[src/rtl/prga_decrypt_fsm.sv]
// RC4 PRGA decryption sequencer: walks an already-shuffled S-box in a single-port RAM and
// XORs the keystream with the encrypted-message ROM into the decrypted-message RAM.
module prga_decrypt_fsm #(
  parameter int MSG_LEN = 32,
  parameter int MSG_AW  = 5
) (
  input  logic              clk,
  input  logic              reset,
  input  logic              start,
  output logic              fin,
  output logic              busy,
  output logic [7:0]        s_addr,
  output logic [7:0]        s_data,
  output logic              s_wren,
  input  logic [7:0]        s_q,
  output logic [MSG_AW-1:0] enc_addr,
  input  logic [7:0]        enc_q,
  output logic [MSG_AW-1:0] dec_addr,
  output logic [7:0]        dec_data,
  output logic              dec_wren
);

  typedef enum logic [3:0] {
    ST_IDLE, ST_RD_SI, ST_CAP_SI, ST_RD_SJ, ST_CAP_SJ, ST_WR_SI,
    ST_WR_SJ, ST_RD_F, ST_CAP_F, ST_WR_DEC, ST_NEXT, ST_DONE
  } state_t;

  state_t            r_state;
  state_t            w_state_next;
  logic [7:0]        r_i;
  logic [7:0]        r_j;
  logic [7:0]        r_si;
  logic [7:0]        r_sj;
  logic [7:0]        r_pad;
  logic [MSG_AW-1:0] r_k;
  logic [7:0]        w_f_addr;
  logic              w_last;

  // Keystream index; the 8-bit add drops the carry, giving the mod-256 wrap.
  assign w_f_addr = r_si + r_sj;
  assign w_last   = (r_k == MSG_AW'(MSG_LEN - 1));

  always_ff @(posedge clk or posedge reset) begin
    if (reset) begin
      r_state <= ST_IDLE;
    end else begin
      r_state <= w_state_next;
    end
  end

  always_comb begin
    w_state_next = r_state;
    case (r_state)
      ST_IDLE:   if (start) w_state_next = ST_RD_SI;
      ST_RD_SI:  w_state_next = ST_CAP_SI;
      ST_CAP_SI: w_state_next = ST_RD_SJ;
      ST_RD_SJ:  w_state_next = ST_CAP_SJ;
      ST_CAP_SJ: w_state_next = ST_WR_SI;
      ST_WR_SI:  w_state_next = ST_WR_SJ;
      ST_WR_SJ:  w_state_next = ST_RD_F;
      ST_RD_F:   w_state_next = ST_CAP_F;
      ST_CAP_F:  w_state_next = ST_WR_DEC;
      ST_WR_DEC: w_state_next = ST_NEXT;
      ST_NEXT:   w_state_next = w_last ? ST_DONE : ST_RD_SI;
      ST_DONE:   w_state_next = ST_IDLE;
      default:   w_state_next = ST_IDLE;
    endcase
  end

  always_ff @(posedge clk or posedge reset) begin
    if (reset) begin
      r_i   <= 8'd0;
      r_j   <= 8'd0;
      r_si  <= 8'd0;
      r_sj  <= 8'd0;
      r_pad <= 8'd0;
      r_k   <= '0;
    end else begin
      case (r_state)
        ST_IDLE: begin
          if (start) begin
            r_i <= 8'd1;
            r_j <= 8'd0;
            r_k <= '0;
          end
        end
        ST_CAP_SI: begin
          r_si <= s_q;
          r_j  <= r_j + s_q;
        end
        ST_CAP_SJ: r_sj  <= s_q;
        ST_CAP_F:  r_pad <= s_q ^ enc_q;
        ST_NEXT: begin
          if (!w_last) begin
            r_k <= r_k + MSG_AW'(1);
            r_i <= r_i + 8'd1;
          end
        end
        default: ;
      endcase
    end
  end

  // Moore outputs: S[i] is written before S[j], so i == j leaves S[i] intact.
  always_comb begin
    fin      = 1'b0;
    busy     = (r_state != ST_IDLE);
    s_addr   = 8'd0;
    s_data   = 8'd0;
    s_wren   = 1'b0;
    enc_addr = '0;
    dec_addr = '0;
    dec_data = 8'd0;
    dec_wren = 1'b0;
    case (r_state)
      ST_RD_SI: s_addr = r_i;
      ST_RD_SJ: s_addr = r_j;
      ST_WR_SI: begin
        s_addr = r_i;
        s_data = r_sj;
        s_wren = 1'b1;
      end
      ST_WR_SJ: begin
        s_addr = r_j;
        s_data = r_si;
        s_wren = 1'b1;
      end
      ST_RD_F: begin
        s_addr   = w_f_addr;
        enc_addr = r_k;
      end
      ST_WR_DEC: begin
        dec_addr = r_k;
        dec_data = r_pad;
        dec_wren = 1'b1;
      end
      ST_DONE: fin = 1'b1;
      default: ;
    endcase
  end

endmodule

[config.mk]
export PLATFORM = sky130hd
export DESIGN_NAME = prga_decrypt_fsm
export DESIGN_NICKNAME = d
export VERILOG_FILES = /design/src/rtl/prga_decrypt_fsm.sv
export SDC_FILE = /design/constraint.sdc
export NUM_CORES = 1
export LEC_CHECK = 0
export CAP_MARGIN = 5
export CORE_MARGIN = 2
export CORE_UTILIZATION = 51
export CTS_CLUSTER_DIAMETER = 60
export DETAILED_ROUTE_END_ITERATION = 8
export PLACE_DENSITY = 0.84
export SKIP_CTS_REPAIR_TIMING = 1
export SLEW_MARGIN = 20
export SYNTH_ARGS = -nofsm -noshare
export SYNTH_HDL_FRONTEND = slang
export SYNTH_SLANG_ARGS = --single-unit
[constraint.sdc]
create_clock -name clk -period 4.22 [get_ports clk]
set_clock_uncertainty 0.2 [all_clocks]
set_input_delay 0.422 -clock clk [delete_from_list [all_inputs] [get_ports clk]]
set_output_delay 0.422 -clock clk [all_outputs]
set_load 0.02 [all_outputs]
After elaboration in Yosys (flattened, before gate mapping)
Index checks and enable logic that the tools add are counted.

Mux-type cells: 19. $add $sub $neg: 4. Equality and inequality tests: 14. Reductions and logical operators: 9. Bitwise operators: 1.

Operators with widths (number): 8-bit one-hot mux with 2 select lines (3); 4-bit one-hot mux with 11 select lines (1); 8-bit two-way mux (4); 8-bit one-hot mux with 3 select lines (1); 5-bit two-way mux (4); 8-bit adder (2); 4-bit by 3-bit == test with 1-bit output (second input constant) (4); 4-bit == test (second input constant) (4); 5-bit one-hot mux with 2 select lines (1); 8-bit by 1-bit adder with 8-bit output (second input constant) (1); 4-bit by 2-bit == test with 1-bit output (second input constant) (2); 4-bit two-way mux (2); 8-bit bitwise XOR (1); 2-bit OR reduction (3); 5-bit by 1-bit adder with 5-bit output (second input constant) (1); 5-bit == test (second input constant) (1); 4-bit by 1-bit == test with 1-bit output (second input constant) (1); 4-bit zero test (1); 2-bit != test (second input constant) (2); 2-bit nonzero test (2); 4-bit nonzero test (1); 1-bit two-way mux (3); 3-bit AND reduction (1); 2-bit AND reduction (1).

Word-level logic and storage cells: 54. Flip-flop bits (word level): 49. Output and inout port bits: 38.

Depth between registers and ports, before layout
Gate-level depths: netlist (run 1).

Depth after elaboration: 3. Gate-level depth with buffers: 9. Gate-level depth less buffers: 9.

Worst setup path before layout (run 1)
Ideal clock, no wire load.

Path type: reg2out. From: register r_si[1]. To: output port s_addr[7]. Stages on the path, launching flop included: 8. Path buffers: 0. Setup slack: 1494 ps. Arrival time: 2104 ps. Data required time: 3598 ps. Path through: dfrtp_1 -> ha_1 -> a211oi_1 -> o21bai_1 -> or3_1 -> a31oi_1 -> xnor2_1 -> o21ai_0.

Longest elaborated chain between the ends: 2.

RTL lines: start: declaration (RTL line 32) `logic [7:0] r_si;`; start signal: assignment (RTL line 88) `r_si <= s_q;`; 8-bit adder (RTL line 40) `assign w_f_addr = r_si + r_sj;`; 8-bit one-hot mux with 3 select lines (RTL line 115) `case (r_state)`; end: declaration (RTL line 12) `output logic [7:0] s_addr,`.

Every way passes these cells.

Worst setup path after layout (run 1)
Same ends and word-level chain as after synthesis.

==> results of run 1 <==
==> cell families (layout without fill, tap and decap cells) <==
family	count (synthesis)	count (layout)	synth area share
fa+ha+maj	19	19	0.08231
xor+xnor	24	24	0.06846
flops	49	49	0.3993
compound gates	81	81	0.1695
simple gates	133	133	0.2066
buf+inv	25	79	0.03464
mux	11	11	0.03912
==> layer usage <==
metal	global-route usage	part of all wire
met5	0	0
met4	0.07333	0.016
met3	0.03516	0.058
met2	0.4205	0.49
met1	0.3236	0.43
==> state kept, by name, indices dropped and copies added (netlist names) <==
| register | cells |
|---|---|
| r_pad | 8 |
| r_i | 8 |
| r_sj | 8 |
| r_j | 8 |
| r_k | 5 |
| r_si | 8 |
| r_state | 4 |
==> cell usage after synthesis, types with 2 or more instances <==
library cell  number
and2_1            18
a211oi_1           5
mux2i_1            3
mux2_2             8
o22ai_1            4
nand4_1            2
xor2_1             8
o21bai_1           2
a222oi_1           2
and3_1             3
a22o_1             3
o21ai_0           22
nand2b_1           3
a21o_1             3
fa_1               2
ha_1              17
clkbuf_1           8
nor3_1             5
a21oi_1           21
nor2_1            35
nand2_1           49
dfrtp_1           49
nand3_1            2
nor2b_1            4
a22oi_1           13
inv_1             11
buf_2              4
or3_1              4
xnor2_1           16
==> per-stage QoR <==
stage	std cells	utilization	setup WS (ns)	hold slack [ns]
floorplan	342	-	1.494	0.2504
global placement	463	0.6269	1.036	0.2694
detailed placement	463	0.6269	0.9815	0.2829
CTS	471	0.6467	0.6102	0.2931
global route	471	0.6469	0.4692	0.3137
finish	471	0.6469	0.5978	0.2837
==> layout by cell type (no fill, tap or decap), drive strengths merged, types with 2 or more instances in the layout <==
| cell | netlist | final |
|---|---|---|
| xor2 | 8 | 8 |
| ha | 17 | 17 |
| o21bai | 2 | 2 |
| o21ai | 22 | 22 |
| mux2i | 3 | 3 |
| nand2 | 49 | 49 |
| o22ai | 4 | 4 |
| nor2 | 35 | 35 |
| clkbuf | 8 | 7 |
| a211oi | 6 | 6 |
| dfrtp | 49 | 49 |
| nor3 | 6 | 6 |
| nor2b | 4 | 4 |
| a222oi | 2 | 2 |
| a21oi | 21 | 21 |
| and3 | 3 | 3 |
| a21o | 3 | 3 |
| clkdlybuf4s50 | 0 | 56 |
| nand3 | 2 | 2 |
| buf | 6 | 4 |
| or3 | 4 | 4 |
| fa | 2 | 2 |
| nand2b | 3 | 3 |
| xnor2 | 16 | 16 |
| inv | 11 | 10 |
| nand4 | 3 | 3 |
| a22oi | 13 | 13 |
| a22o | 3 | 3 |
| and2 | 18 | 18 |
| mux2 | 8 | 8 |
==> layout make-up <==
type,instances,share of cell area
multi-input combinational,268,0.4565
sequential,49,0.3221
timing repair buffer,60,0.1551
tap,75,0.02465
clock buffer,7,0.02268
inverter,11,0.01117
clock inverter,1,0.007887
==> critical path, cell delays in order, from the launching register on <==
cell	delay, ns
dfrtp_1	0.41
ha_1	0.32
a211oi_1	0.30
o21bai_1	0.16
or3_1	0.32
a31oi_1	0.24
xnor2_1	0.10
o21ai_0	0.20
clkdlybuf4s50_1	0.64
==> power breakdown <==
group	total, uW	leakage, uW	internal [uW]	switching, uW
sequential	862	0.000602	661	201
combinational	1570	0.000989	698	875
clock	345	0.0000585	193	152
total	2780	0.00165	1550	1230
==> path summary, 6_finish.rpt <==
check / end / cells after the start / from / slack, ns
worst min-delay path: r_j[7] / 1 / r_j[7] / 0.28
min in group asynchronous: r_pad[1] / 2 / reset / 0.37
worst max register to register: r_i[7] / 9 / r_k[0] / 1.48
worst min register to register: r_j[7] / 1 / r_j[7] / 0.28
worst max-delay path: s_addr[7] / 8 / r_si[1] / 0.60
max in group asynchronous: r_j[5] / 2 / reset / 2.95
==> flow_summary.toml, run 1 <==
[synthesis]
postSynthNetCount = 380
ys_types = 45
synth-seq-area-share = 0.3993
ys.warnings.count = 0
yosysTopAreaCellShare = 0.3993
syn_area_per_cell_um2 = 8.978
synth.area.top_cells = "dfrtp_1, ha_1, nand2_1"
syn-instance-count = 342
postSynthRegisterBits = 49
netlist.top_cell.by_area = "dfrtp_1"
ys_dominant_reg_cell = "dfrtp_1"
synth-edff-count = 0
postSynth.asyncResetShare = 1.000
netlist_area_mm2 = 0.003070

[detailed_routing]
first_pass_iters = 6
drt_iter0_drc = 216
via_count = 2671
final_antenna_net_count = 0
drcViolationCount = 0
detail_route.wirelength_um = 7302
detail_route.wl_per_cell_um = 15.50
per_cell_via_count_in_the_routed_design = 5.671

[die]
core_mm2 = 0.005886
fp-row-count = 28
ioPinCount = 57
die-area_mm2 = 0.006657
die_height_um = 81.59
die_w_um = 81.59
initial_core_util = 0.5217

[setup_path]
crit_required_ns = 3.60
worst-setup-path-type = "flop to output port"
arrival_ns = 3.00
crit_fanout = 3
worstSetupStartpointType = "flop"
critPathCaptureType = "output port"

[finish]
final_nets = 433
antenna_cells = 0
fill_cells = 496
multi_input_area_mm2 = 0.001738
fin_area_mm2 = 0.003807
regArea_mm2 = 0.001226
ratio_of_cells_with_drive_above_1_in_the_final_layout = 0.06566
area_growth_pct = 24.00

[job]
max_cap_violations = 0

[placed_design]
place.detailed.hpwl_um = 5417
gpl.final_weighted_congestion = 0.8284
port_buffers = 56
dpl_cell_area_mm2 = 0.003690

[clock_tree]
cts_tree = "done"
clock_tree.htree_level_count = 2
clk_root_buffer_cell = "clkbuf_8"
cts.reportedPaths.clkPinSlew_ns = 0.09
tritoncts_num_sinks = 49
clk_latency_ns = 0.30
ctsLongestPathBuffers = 2
cts_made_buffers = 5

[global_routing]
grt_max_degree = 50
grt_first_pass_wirelength_um = 12410
track_usage = 0.2453
gr-total-overflow = 0
antenna_found_initial = 0
number_of_global_route_vias_before_repair = 2576

[power_and_ir_drop]
fin_total_pwr_uw = 2781
power.density_cell_area_mw_per_mm2 = 730.4
leakagePower_uw = 0.001649
peakVddDrop_mv = 0.3930

[timing]
achievable-frequency_mhz = 276.1
slew_headroom = 0.4316
fin_crit_ns = 3.622
tightest_slew_ns = 0.8495
min_period_over_period = 0.8583
finalHoldViolCount = 0
rsz0062_at_grt = "false"
fin_setup_tns_ns = 0
final-max-slew-violation-count = 0
final_setup_violation_count = 0

[status]
outcome = "finished, final reports clean"

[hold_path]
timing.hold.worst.class = "flop to flop"
No activity file was read; power rests on OpenSTA's default activity.
==> run 2, diff against run 1 <==
ABC_CLOCK_PERIOD_IN_PS = 4220   (was unset)
SLEW_MARGIN = 30   (was 20)
==> flow_summary.toml, run 2 (synthesis gave the netlist of run 1 again) <==
[timing]
tightest_slew_ns = 0.8866
min_period_over_period = 0.8616
achievable-frequency_mhz = 275.0
fin_crit_ns = 3.636
final-max-slew-violation-count = 0
rsz0062_at_grt = "false"
final_setup_violation_count = 0
finalHoldViolCount = 0
fin_ws_ns = 0.5840
fin_setup_tns_ns = 0
slew_headroom = 0.4067

[power_and_ir_drop]
power.density_cell_area_mw_per_mm2 = 717.9
sequentialPowerShare = 0.318
clock_power_share = 0.100
switchingPower_uw = 1233
fin_total_pwr_uw = 2711
leakagePower_uw = 0.001630
peakVddDrop_mv = 0.3960
power_frac_comb = 0.582
power.switching_fraction = 0.4550
internal-power_uw = 1478

[detailed_routing]
drcViolationCount = 0
per_cell_via_count_in_the_routed_design = 5.675
detail_route.wirelength_um = 7438
final_antenna_net_count = 0
detail_route.wl_per_cell_um = 15.79
via_count = 2673
first_pass_iters = 4
drt_iter0_drc = 245

[clock_tree]
ctsLongestPathBuffers = 2
cts_made_buffers = 5
cts_tree = "done"
clk_root_buffer_cell = "clkbuf_8"
clk_latency_ns = 0.31
cts.reportedPaths.clkPinSlew_ns = 0.08
tritoncts_num_sinks = 49
clock_tree.htree_level_count = 2

[die]
fp-row-count = 28
die_height_um = 81.59
core_mm2 = 0.005886
die-area_mm2 = 0.006657
die_w_um = 81.59
initial_core_util = 0.5217
ioPinCount = 57

[status]
outcome = "finished, final reports clean"

[finish]
multi_input_area_mm2 = 0.001738
area_growth_pct = 22.98
fill_cells = 513
antenna_cells = 0
mostFrequentLayoutCell = "clkdlybuf4s50_1"
regArea_mm2 = 0.001226
layout.core_utilization = 0.6416
ratio_of_cells_with_drive_above_1_in_the_final_layout = 0.06313
layout.cells.most_common_list = "clkdlybuf4s50_1, nand2_1, dfrtp_1"
final_nets = 433

[setup_path]
crit_fanout = 3
r2r-start = "r_k[0]"
critPathCaptureType = "output port"
worst-setup-path-type = "flop to output port"
crit_required_ns = 3.60
r2r_cells = 9
worstSetupStartpointType = "flop"
arrival_ns = 3.01
startpoint = "r_si[1]"

[placed_design]
place_worst_setup_slack_ns = 1.010
gpl.final_weighted_congestion = 0.8284
port_buffers = 56
place.detailed.hpwl_um = 5450

[global_routing]
number_of_global_route_vias_before_repair = 2633
track_usage = 0.2489
antenna_found_initial = 0
gr-total-overflow = 0
grt_max_degree = 50
grt_first_pass_wirelength_um = 12540

[hold_path]
hold_depth = 1
holdCritStartpoint = "r_j[7]"
timing.hold.worst.class = "flop to flop"

[job]
max_cap_violations = 0
[run 2: cell count changes in the layout (fill, tap and decap cells not counted), sizes merged]
cell      delta
clkinv       -1
inv          +1
clkinvlp     +1
bufinv       -1
[run 2: metrics by stage]
step	instance area, um2	hold WS [ns]	std cells
2_1_floorplan	3070	0.2504	342
3_3_place_gp	3690	0.2694	463
3_5_place_dp	3692	0.2850	463
4_1_cts	3776	0.2966	471
5_1_grt	3776	0.3074	471
6_report	3776	0.2901	471
[run 2: area by class of cell]
class	count	area share
multi-input cells	268	0.4602
clock inverters	1	0.001988
inverters	11	0.01160
repair buffers	60	0.1564
flip-flops and latches	49	0.3247
clock buffers	7	0.02021
well taps	75	0.02485
[run 2: final timing paths]
check | endpoint | slack, ns
min reg2reg | r_j[7] | 0.29
max | s_addr[7] | 0.58
min | r_j[7] | 0.29
max reg2reg | r_i[7] | 1.49
min in group asynchronous | r_state[2] | 0.34
max in group asynchronous | r_j[4] | 3.06
[run 2: worst max-delay path, stage by stage, from the launching register on]
cell,delay [ns]
dfrtp_1,0.42
ha_1,0.32
a211oi_1,0.30
o21bai_1,0.16
or3_1,0.33
a31oi_1,0.23
xnor2_1,0.10
o21ai_0,0.21
clkdlybuf4s50_1,0.65
[run 2: power by group through the flow]
stage          Sequential (uW)  Combinational, uW  Clock [uW]
6_report                   861               1580         272
5_1_grt                    888               1770         296
4_1_cts                    856               1570         279
3_5_place_dp               864               1560           0
3_3_place_gp               849               1520           0
2_1_floorplan              775               1160           0
[run 2: metal layers]
layer	GRT usage	wire, um	up-vias
li1	-	-	1301
met1	0.3238	3256	1275
met2	0.4254	3616	84
met3	0.03187	401	13
met4	0.09333	164	0
met5	0	0	-
